`src/rtl/psc_trigger.sv`:
```
`default_nettype none
// ============================================================================
//  Module      : psc_trigger
//  Description : Converts an asynchronous active-low event-receiver trigger
//                into one framed serial message for a power-supply
//                controller. It also produces a free-running clk/CLK_DIV
//                reference clock.
//
//                Frame: start bit (0), FRAME_BYTE sent LSB first, optional
//                even-parity bit, stop bit (1). Each bit lasts CLK_DIV cycles.
//
//  Parameters  : CLK_DIV      - clk cycles per serial bit and per
//                               clk_10_logic period (even, >= 4)
//                FRAME_BYTE   - payload byte of every frame
//  Macro       : PSC_TRIGGER_PARITY_EN - when defined, an even-parity bit
//                follows the data bits (11-bit frame instead of 10)
//
//  Ports       : clk          - system clock, rising edge
//                reset        - synchronous, active-high
//                evr_trigger  - asynchronous trigger, active low, idle high
//                psc_output   - serial TX line, idle high
//                trigger_out  - high while a frame is on the line
//                clk_10_logic - clk / CLK_DIV, 50% duty cycle
//
//  Revision    : 1.0 - initial release
// ============================================================================
module psc_trigger #(
   parameter int         CLK_DIV    = 10,
   parameter logic [7:0] FRAME_BYTE = 8'hA5
) (
   input  logic clk,
   input  logic reset,
   input  logic evr_trigger,
   output logic psc_output,
   output logic trigger_out,
   output logic clk_10_logic
);

   localparam int             CNT_W    = (CLK_DIV > 2) ? $clog2(CLK_DIV) : 1;
   localparam logic [CNT_W-1:0] CNT_LAST = CNT_W'(CLK_DIV - 1);
   localparam logic [CNT_W-1:0] CNT_HALF = CNT_W'(CLK_DIV / 2);

`ifdef PSC_TRIGGER_PARITY_EN
   typedef enum logic [2:0] {
      IDLE   = 3'd0,
      START  = 3'd1,
      DATA   = 3'd2,
      PARITY = 3'd3,
      STOP   = 3'd4
   } state_t;
`else
   typedef enum logic [2:0] {
      IDLE   = 3'd0,
      START  = 3'd1,
      DATA   = 3'd2,
      STOP   = 3'd4
   } state_t;
`endif

   // -------------------------------------------------------------------------
   // Trigger synchronizer and falling-edge detector. All flops reset to 0, so
   // a trigger line held low through reset release looks like "already low"
   // and cannot fire until it has gone high and then low again.
   // -------------------------------------------------------------------------
   logic sync_meta;
   logic sync_stable;
   logic sync_dly;
   logic trig_event;

   always_ff @(posedge clk) begin
      if (reset) begin
         sync_meta   <= 1'b0;
         sync_stable <= 1'b0;
         sync_dly    <= 1'b0;
      end else begin
         sync_meta   <= evr_trigger;
         sync_stable <= sync_meta;
         sync_dly    <= sync_stable;
      end
   end

   assign trig_event = sync_dly & ~sync_stable;

   // -------------------------------------------------------------------------
   // Free-running reference clock. The output is registered from the count,
   // so the first high level appears on the first edge after reset release.
   // -------------------------------------------------------------------------
   logic [CNT_W-1:0] div_cnt;

   always_ff @(posedge clk) begin
      if (reset) begin
         div_cnt      <= '0;
         clk_10_logic <= 1'b0;
      end else begin
         clk_10_logic <= (div_cnt < CNT_HALF);
         div_cnt      <= (div_cnt == CNT_LAST) ? '0 : div_cnt + 1'b1;
      end
   end

   // -------------------------------------------------------------------------
   // Frame state machine
   // -------------------------------------------------------------------------
   state_t           state;
   state_t           next_state;
   logic [CNT_W-1:0] bit_cnt;     // cycles spent in the current bit
   logic [2:0]       data_idx;    // index of the data bit being sent
   logic             bit_end;
   logic             tx_bit;

   assign bit_end = (bit_cnt == CNT_LAST);

   always_ff @(posedge clk) begin
      if (reset) begin
         state <= IDLE;
      end else begin
         state <= next_state;
      end
   end

   always_comb begin
      next_state = state;
      tx_bit     = 1'b1;
      case (state)
         IDLE: begin
            // Edges seen in any other state are dropped, never queued.
            if (trig_event) begin
               next_state = START;
            end
         end
         START: begin
            tx_bit = 1'b0;
            if (bit_end) begin
               next_state = DATA;
            end
         end
         DATA: begin
            tx_bit = FRAME_BYTE[data_idx];
            if (bit_end && (data_idx == 3'd7)) begin
`ifdef PSC_TRIGGER_PARITY_EN
               next_state = PARITY;
`else
               next_state = STOP;
`endif
            end
         end
`ifdef PSC_TRIGGER_PARITY_EN
         PARITY: begin
            tx_bit = ^FRAME_BYTE;
            if (bit_end) begin
               next_state = STOP;
            end
         end
`endif
         STOP: begin
            tx_bit = 1'b1;
            if (bit_end) begin
               next_state = IDLE;
            end
         end
         default: begin
            next_state = IDLE;
         end
      endcase
   end

   // Bit timing restarts at every frame and ignores the reference clock phase.
   // The line outputs are registered from the state, which places the start
   // bit one edge after the FSM leaves IDLE. trigger_out therefore spans
   // exactly the frame.
   always_ff @(posedge clk) begin
      if (reset) begin
         bit_cnt     <= '0;
         data_idx    <= 3'd0;
         psc_output  <= 1'b1;
         trigger_out <= 1'b0;
      end else begin
         if ((state == IDLE) || bit_end) begin
            bit_cnt <= '0;
         end else begin
            bit_cnt <= bit_cnt + 1'b1;
         end

         if (state == IDLE) begin
            data_idx <= 3'd0;
         end else if ((state == DATA) && bit_end) begin
            data_idx <= data_idx + 3'd1;
         end

         psc_output  <= tx_bit;
         trigger_out <= (state != IDLE);
      end
   end

endmodule
`default_nettype wire

```
`config.mk`:
```
export PLATFORM = sky130hd
export DESIGN_NAME = psc_trigger
export DESIGN_NICKNAME = d
export VERILOG_FILES = /design/src/rtl/psc_trigger.sv
export SDC_FILE = /design/constraint.sdc
export NUM_CORES = 1
export LEC_CHECK = 0
export ABC_AREA = 1
export ABC_CLOCK_PERIOD_IN_PS = 1200
export CORE_MARGIN = 1
export CORE_UTILIZATION = 50
export DETAILED_ROUTE_END_ITERATION = 6
export PLACE_DENSITY = 0.72
export SLEW_MARGIN = 25
export SYNTH_ARGS = -nofsm -noshare
export SYNTH_HDL_FRONTEND = slang
export SYNTH_SLANG_ARGS = --single-unit
```
`constraint.sdc`:
```
create_clock -name clk -period 1.2 [get_ports clk]
set_input_delay 0.18 -clock clk [delete_from_list [all_inputs] [get_ports clk]]
set_output_delay 0.18 -clock clk [all_outputs]
set_load 0.02 [all_outputs]
```
==> impl_results.md, run 1 <==
- ANT cells: 0
- First-pass GRT wire length: about 2600 µm
- Critical path buffers and inverters: 1
- I/O pins: 6
- Gpl congestion: between 0.8 and 0.9
- Synthesized area per cell: 8.014 µm²
- Path type of the worst min-delay path: in -> reg
- Clk buf depth: 2
- Crit Path Category: reg -> reg
- Row Count: 15
- Tcrit/Tclk final: 1.021
- Yosys warning count: 0
- Clock root cell: clkbuf_4
- Clock transition at the registers of the reported paths: ~120 ps
- Initial cell density of the core: 0.5384
- Antenna violations before repair: 0
- GRT Total Usage: 0.1861
- Gr ovfl total: 0
- FMAX: 0.8161 GHz
- Antenna viol nets, final: 0
- Clock Latency Late Sink: 310 ps
- Final Power: 1.215 mW
- Synth cell count leaders: 21 x dfxtp_1, 17 x nand2_1, 17 x nor2_1, 16 x inv_1, 12 x nand3_1
- LEAKAGE: 0.5091 nW
- Failing checks: setup timing
- Vias: roughly 760
- PortBufs: 5
- Number of global-route vias before repair: just under 700
- Pwr per Cell Area: 997.9 nW/µm²
- Die Ht: 45.12 µm
- CP top delay family: flip-flops
- Count leader, synth: dfxtp_1
- Synth Flop Type: dfxtp_1
- Core footprint: 1727 µm²
- Initial drt markers: 8
- Sinks on Clock Net: 21
- CP endpoint kind: flop
- Slowest CP cell: dfxtp_4
- Wire per inst: 11.48 µm
- Synthesized area: around 930 µm²
- Max Slew Vio Count: 0
- Top cell type's share of synthesized area: 0.4522
- EDFF count, synth: 0
- Synth async-reset ratio: 0
- Dpl ws: -83.59 ps
- Post-synthesis sequential area ratio: 0.4522
- Final Hold Viols: 0
- Worst Setup Start Kind: flop
- Largest net degree at the start of global routing: 13
- Final #Nets: 143
- Vias per std cell: approximately 4.8
- Worst EP arrival: between 1000 and 1500 ps
- Yosys cell types: 18
- Die width: between 40 and 50 µm
- Setup ws final: -25.34 ps
- Final setup viols: 4
- Worst clock skew: approximately 1.5 ps
- Final HPWL DP: 1132 µm
- Area leader, netlist: dfxtp_1
- H-Tree Depth: 1
- CP Max Fanout: 3
- Unrepaired setup endpoints after global routing: true
- Maximum vdd drop: ~0.74 mV
- Hold_buf cts: 0
- Slew HR: 0.8053
- Tightest Pin Transition: about 290 ps
- Data required time of the worst path: 1410 ps
- CP Cell Sequence: ha_4 > ha_4 > inv_4 > nand3_2 > nand2_2 > nand2_4 > nand3_2 > a21oi_2
- Syn Inst Count: about 120
- CP max stage delay: about 380 ps
- Fin util: 0.7051
- TritonCTS clock tree: yes
- Final min period: between 1000 and 1500 ps
- Die area: 2036 µm²
- Layout cell share with drive strength beyond 1: 0.4015
- Top cells by area, synth: dfxtp_1 45%, ha_1 9.4%, nand2_1 6.9%
- Fin Setup TNS: -77.55 ps
- Outcome: complete, but fails checks
- Max_cap viols: 0
- Post-Route WL: between 1500 and 2000 µm
- DRC errors left: 0
- Syn nets: 126
- Pre-antenna DRT Iters: 4
- Synth-to-Final Area Change: 30.96%
- Hold_ws: 376.2 ps
- Cts bufs inserted: 3
- Yosys reg bits: 21
-- placed cells by master, fill, tap and decap left out, drive strengths merged, types with 7 or more instances in the layout --
master / count
nand3: 13
nand2: 22
buf: 8
ha: 7
dfxtp: 21
nor2: 22
inv: 18
-- state kept, by name, summed over array words and instances (netlist names), named ones only --
name	count
psc_output	1
trigger_out	1
bit_cnt	4
sync_meta	1
clk_10_logic	1
data_idx	3
div_cnt	4
state	3
sync_dly	1
sync_stable	1
-- repair_timing --
action,in CTS,in global routing
pin swaps,8,4
setup endpoints to repair,7,10
gates resized for setup,18,22
gates cloned,0,0
buffers inserted,0,1
-- where the power goes --
part / switching (mW) / internal (mW) / leakage [nW]
registers: 0.0183 / 0.717 / 0.175
clock network: 0.224 / 0.125 / 0.0177
logic: 0.0771 / 0.0537 / 0.316
-- through the flow --
stage / instance area, µm² / std cells
floorplan: 934.6 / 116
global placement: 1064 / 152
detailed placement: 1064 / 152
CTS: 1135 / 156
global route: 1217 / 157
finish: 1217 / 157
-- kinds of logic (layout without fill, tap and decap cells) --
group / after synthesis / count (layout) / synth area share
adders and majority gates: 7 / 7 / 0.09421
AOI/OAI and AO/OA: 6 / 6 / 0.03229
and+or+nand+nor: 58 / 58 / 0.3001
DFF: 21 / 21 / 0.4522
xor gates and xnor gates: 4 / 4 / 0.03769
buffers and inverters: 20 / 36 / 0.08344
-- worst min-delay path, stage by stage --
cell	delay, ps
clkdlybuf4s50_1	400
inv_1	50
nor2_1	30
-- routing by layer --
metal / part of all wire / track usage
met2: 0.49 / 0.2609
met3: 0.035 / 0.04800
met1: 0.44 / 0.2333
met5: 0 / 0
met4: 0.033 / 0.1636
-- path summary, 6_finish.rpt --
path                    start           to  slack [ps]  cells after the start
setup / recovery  data_idx[0]     state[1]         -30                      8
hold / removal    evr_trigger    sync_meta         380                      3
setup reg to reg  data_idx[0]     state[1]         -30                      8
hold reg to reg     sync_meta  sync_stable         410                      2
-- area by class of cell --
cell class | count | area, µm²
Clock buffer | 3 | 22.52
Clock inverter | 1 | 5.005
Fill cell | 142 | 509.2
Inverter | 19 | 75.07
Multi-Input combinational cell | 75 | 543.0
Sequential cell | 21 | 434.2
Tap cell | 25 | 31.28
Timing Repair Buffer | 13 | 106.4
Power figures use the tool's default switching activity.
==> run 2, diff against run 1 <==
--- a/config.mk
+++ b/config.mk
@@ -6,11 +6,12 @@
 export NUM_CORES = 1
 export LEC_CHECK = 0
 export ABC_AREA = 1
-export ABC_CLOCK_PERIOD_IN_PS = 1200
-export CORE_MARGIN = 1
-export CORE_UTILIZATION = 50
+export ABC_CLOCK_PERIOD_IN_PS = 1550
+export CORE_MARGIN = 2
+export CORE_UTILIZATION = 59
+export CTS_CLUSTER_DIAMETER = 80
 export DETAILED_ROUTE_END_ITERATION = 6
-export PLACE_DENSITY = 0.72
+export PLACE_DENSITY = 0.8
 export SLEW_MARGIN = 25
 export SYNTH_ARGS = -nofsm -noshare
 export SYNTH_HDL_FRONTEND = slang
==> constraint.sdc (replaced) <==
create_clock -name clk -period 1.55 [get_ports clk]
set_input_delay 0.2325 -clock clk [delete_from_list [all_inputs] [get_ports clk]]
set_output_delay 0.2325 -clock clk [all_outputs]
set_load 0.02 [all_outputs]
==> impl_results.md, run 2 (synthesized netlist as in run 1, its figures left out) <==
- Slew HR: 0.8331 (+0.02778)
- H-Tree Depth: 1 (unchanged)
- CP endpoint kind: primary output
- R2r setup slk: 250 ps (+280 ps)
- Number of global-route vias before repair: 643 (-7.5%)
- Row Count: 14 (-1)
- Post-CTS Setup Bufs: 0 (unchanged)
- Tcrit/Tclk final: 0.9396
- Pwr per Cell Area: 881.2 nW/µm² (-12%)
- Pre-antenna DRT Iters: 4 (unchanged)
- Data required time of the worst path: 1320 ps (-90 ps)
- Fin Setup TNS: 0 ps (+77.55 ps)
- Core footprint: 1489 µm² (-14%)
- Largest net degree at the start of global routing: 12 (-1)
- Hold_buf cts: 0 (unchanged)
- Clock root cell: clkbuf_4
- Crit Path Category: reg -> out
- Clock Latency Late Sink: 290 ps (-20 ps)
- Final setup viols: 0 (-4)
- Worst EP arrival: 1220 ps (-220 ps)
- Vias: 700 (-8.0%)
- Biggest regs: bit_cnt: 4 flops, div_cnt: 4 flops
- Max_cap viols: 0 (unchanged)
- Outcome: completed
- Vias per std cell: 4.930 (+1.7%)
- Reg2Reg Depth: 10 (+2)
- TritonCTS clock tree: yes
- Wire per inst: 10.13 µm (-12%)
- Die Ht: 43.70 µm (-3.2%)
- Maximum vdd drop: 0.6538 mV (-11%)
- Initial cell density of the core: 0.6244 (+0.08596)
- HP Start: sync_meta
- LEAKAGE: 0.4649 nW (-8.7%)
- Cts bufs inserted: 3 (unchanged)
- Non-Filler Instances: 142 (-9.6%)
- Commonest non-fill, non-tap cell in the layout: dfxtp_1
- CTS resizes: 0 (-18)
- Worst-case hold path end point: sync_stable
- CP Max Fanout: 1 (-2)
- PortBufs: 5 (unchanged)
- ANT cells: 0 (unchanged)
- Path type of the worst min-delay path: reg -> reg
- Worst reg2reg path startpoint: bit_cnt[0]
- Gr ovfl total: 0 (unchanged)
- GRT Total Usage: 0.1810 (-0.005109)
- Clock transition at the registers of the reported paths: 110 ps (about the same)
- Final min period: ~1500 ps
- Clk buf depth: 2 (unchanged)
- First-pass GRT wire length: 2608 µm (-1.5%)
- Commonest non-fill, non-tap cells in the layout: 21 x dfxtp_1, 17 x nand2_1, 17 x nor2_1
- FMAX: around 0.69 GHz
- Post-Route WL: 1439 µm (-20%)
- Synth-to-Final Area Change: 11.44%
- Slowest CP cell: clkdlybuf4s50_1
- Die area: 1909 µm² (-6.2%)
- Sinks on Clock Net: 21 (unchanged)
- Final #Nets: 137 (-4.2%)
- Worst Setup Start Kind: flop
- Die width: 43.70 µm (-3.2%)
- Placed cell count: 138 (-9.2%)
- Worst clock skew: 1.451 ps (-0.008910 ps)
- Unrepaired setup endpoints after global routing: false
- Final HPWL DP: 1159 µm (+2.4%)
- I/O pins: 6 (unchanged)
- Antenna violations before repair: 0 (unchanged)
- Max Slew Vio Count: 0 (unchanged)
- Tightest Pin Transition: 249.6 ps (-41.54 ps)
- CP Cell Sequence: clkdlybuf4s50_1
- Layout cell share with drive strength beyond 1: 0.1508 (-0.2507)
- Hold Crit Depth: 2 (-1)
- DRC errors left: 0 (unchanged)
- Critical path buffers and inverters: 1 (unchanged)
- Initial drt markers: 7 (-1)
- CP top delay family: buffers and inverters
- Final Hold Viols: 0 (unchanged)
- Antenna viol nets, final: 0 (unchanged)
- CP max stage delay: 600 ps (+220 ps)
- Gpl congestion: 0.8379 (-3.2%)
[run 2: routing by layer]
layer,track usage,vias to the layer above,part of all wire
met3,0.02500,2,0.017
met1,0.2421,316,0.47
li1,-,377,-
met2,0.2853,5,0.50
met5,0,-,0
met4,0.09091,0,0.0063
[run 2: worst max path at each step]
stage          startpoint    endpoint  slack (ps)  depth (start not counted)
2_1_floorplan  bit_cnt[0]        flop         330                          8
3_3_place_gp        reset        flop         280                          5
3_5_place_dp        reset        flop         250                          5
4_1_cts        psc_output  psc_output          80                          1
5_1_grt        psc_output  psc_output          50                          1
6_report       psc_output  psc_output          90                          1
[run 2: metrics by stage]
stage / cell area [µm²] / power [mW] / utilization / setup slack (ps) / hold WS, ps
after floorplan: 929.6 / 0.6409 / - / 329.1 / 339.5
after global placement: 1010 / 0.6647 / 0.6782 / 280.7 / 399.4
after detailed placement: 1010 / 0.6711 / 0.6782 / 248.4 / 401.9
after CTS: 1036 / 0.9229 / 0.6958 / 79.30 / 420.2
after global routing: 1036 / 0.9633 / 0.6958 / 50.39 / 448.8
final: 1036 / 0.9129 / 0.6958 / 93.55 / 414.2
[run 2: report_power, final]
| part | total (mW) | internal, mW | leakage (nW) | switching [mW] |
|---|---|---|---|---|
| Combinational | 0.0860 | 0.0359 | 0.279 | 0.0502 |
| Sequential | 0.571 | 0.557 | 0.171 | 0.0141 |
| Clock | 0.255 | 0.100 | 0.0150 | 0.155 |
| Total | 0.913 | 0.693 | 0.465 | 0.220 |
[run 2: area by class of cell]
type	instances	area, µm²
flip-flops and latches	21	420.4
inverters	19	72.57
well taps	16	20.02
clock buffers	4	26.28
multi-input cells	75	431.7
repair buffers	7	65.06
fillers	127	452.9
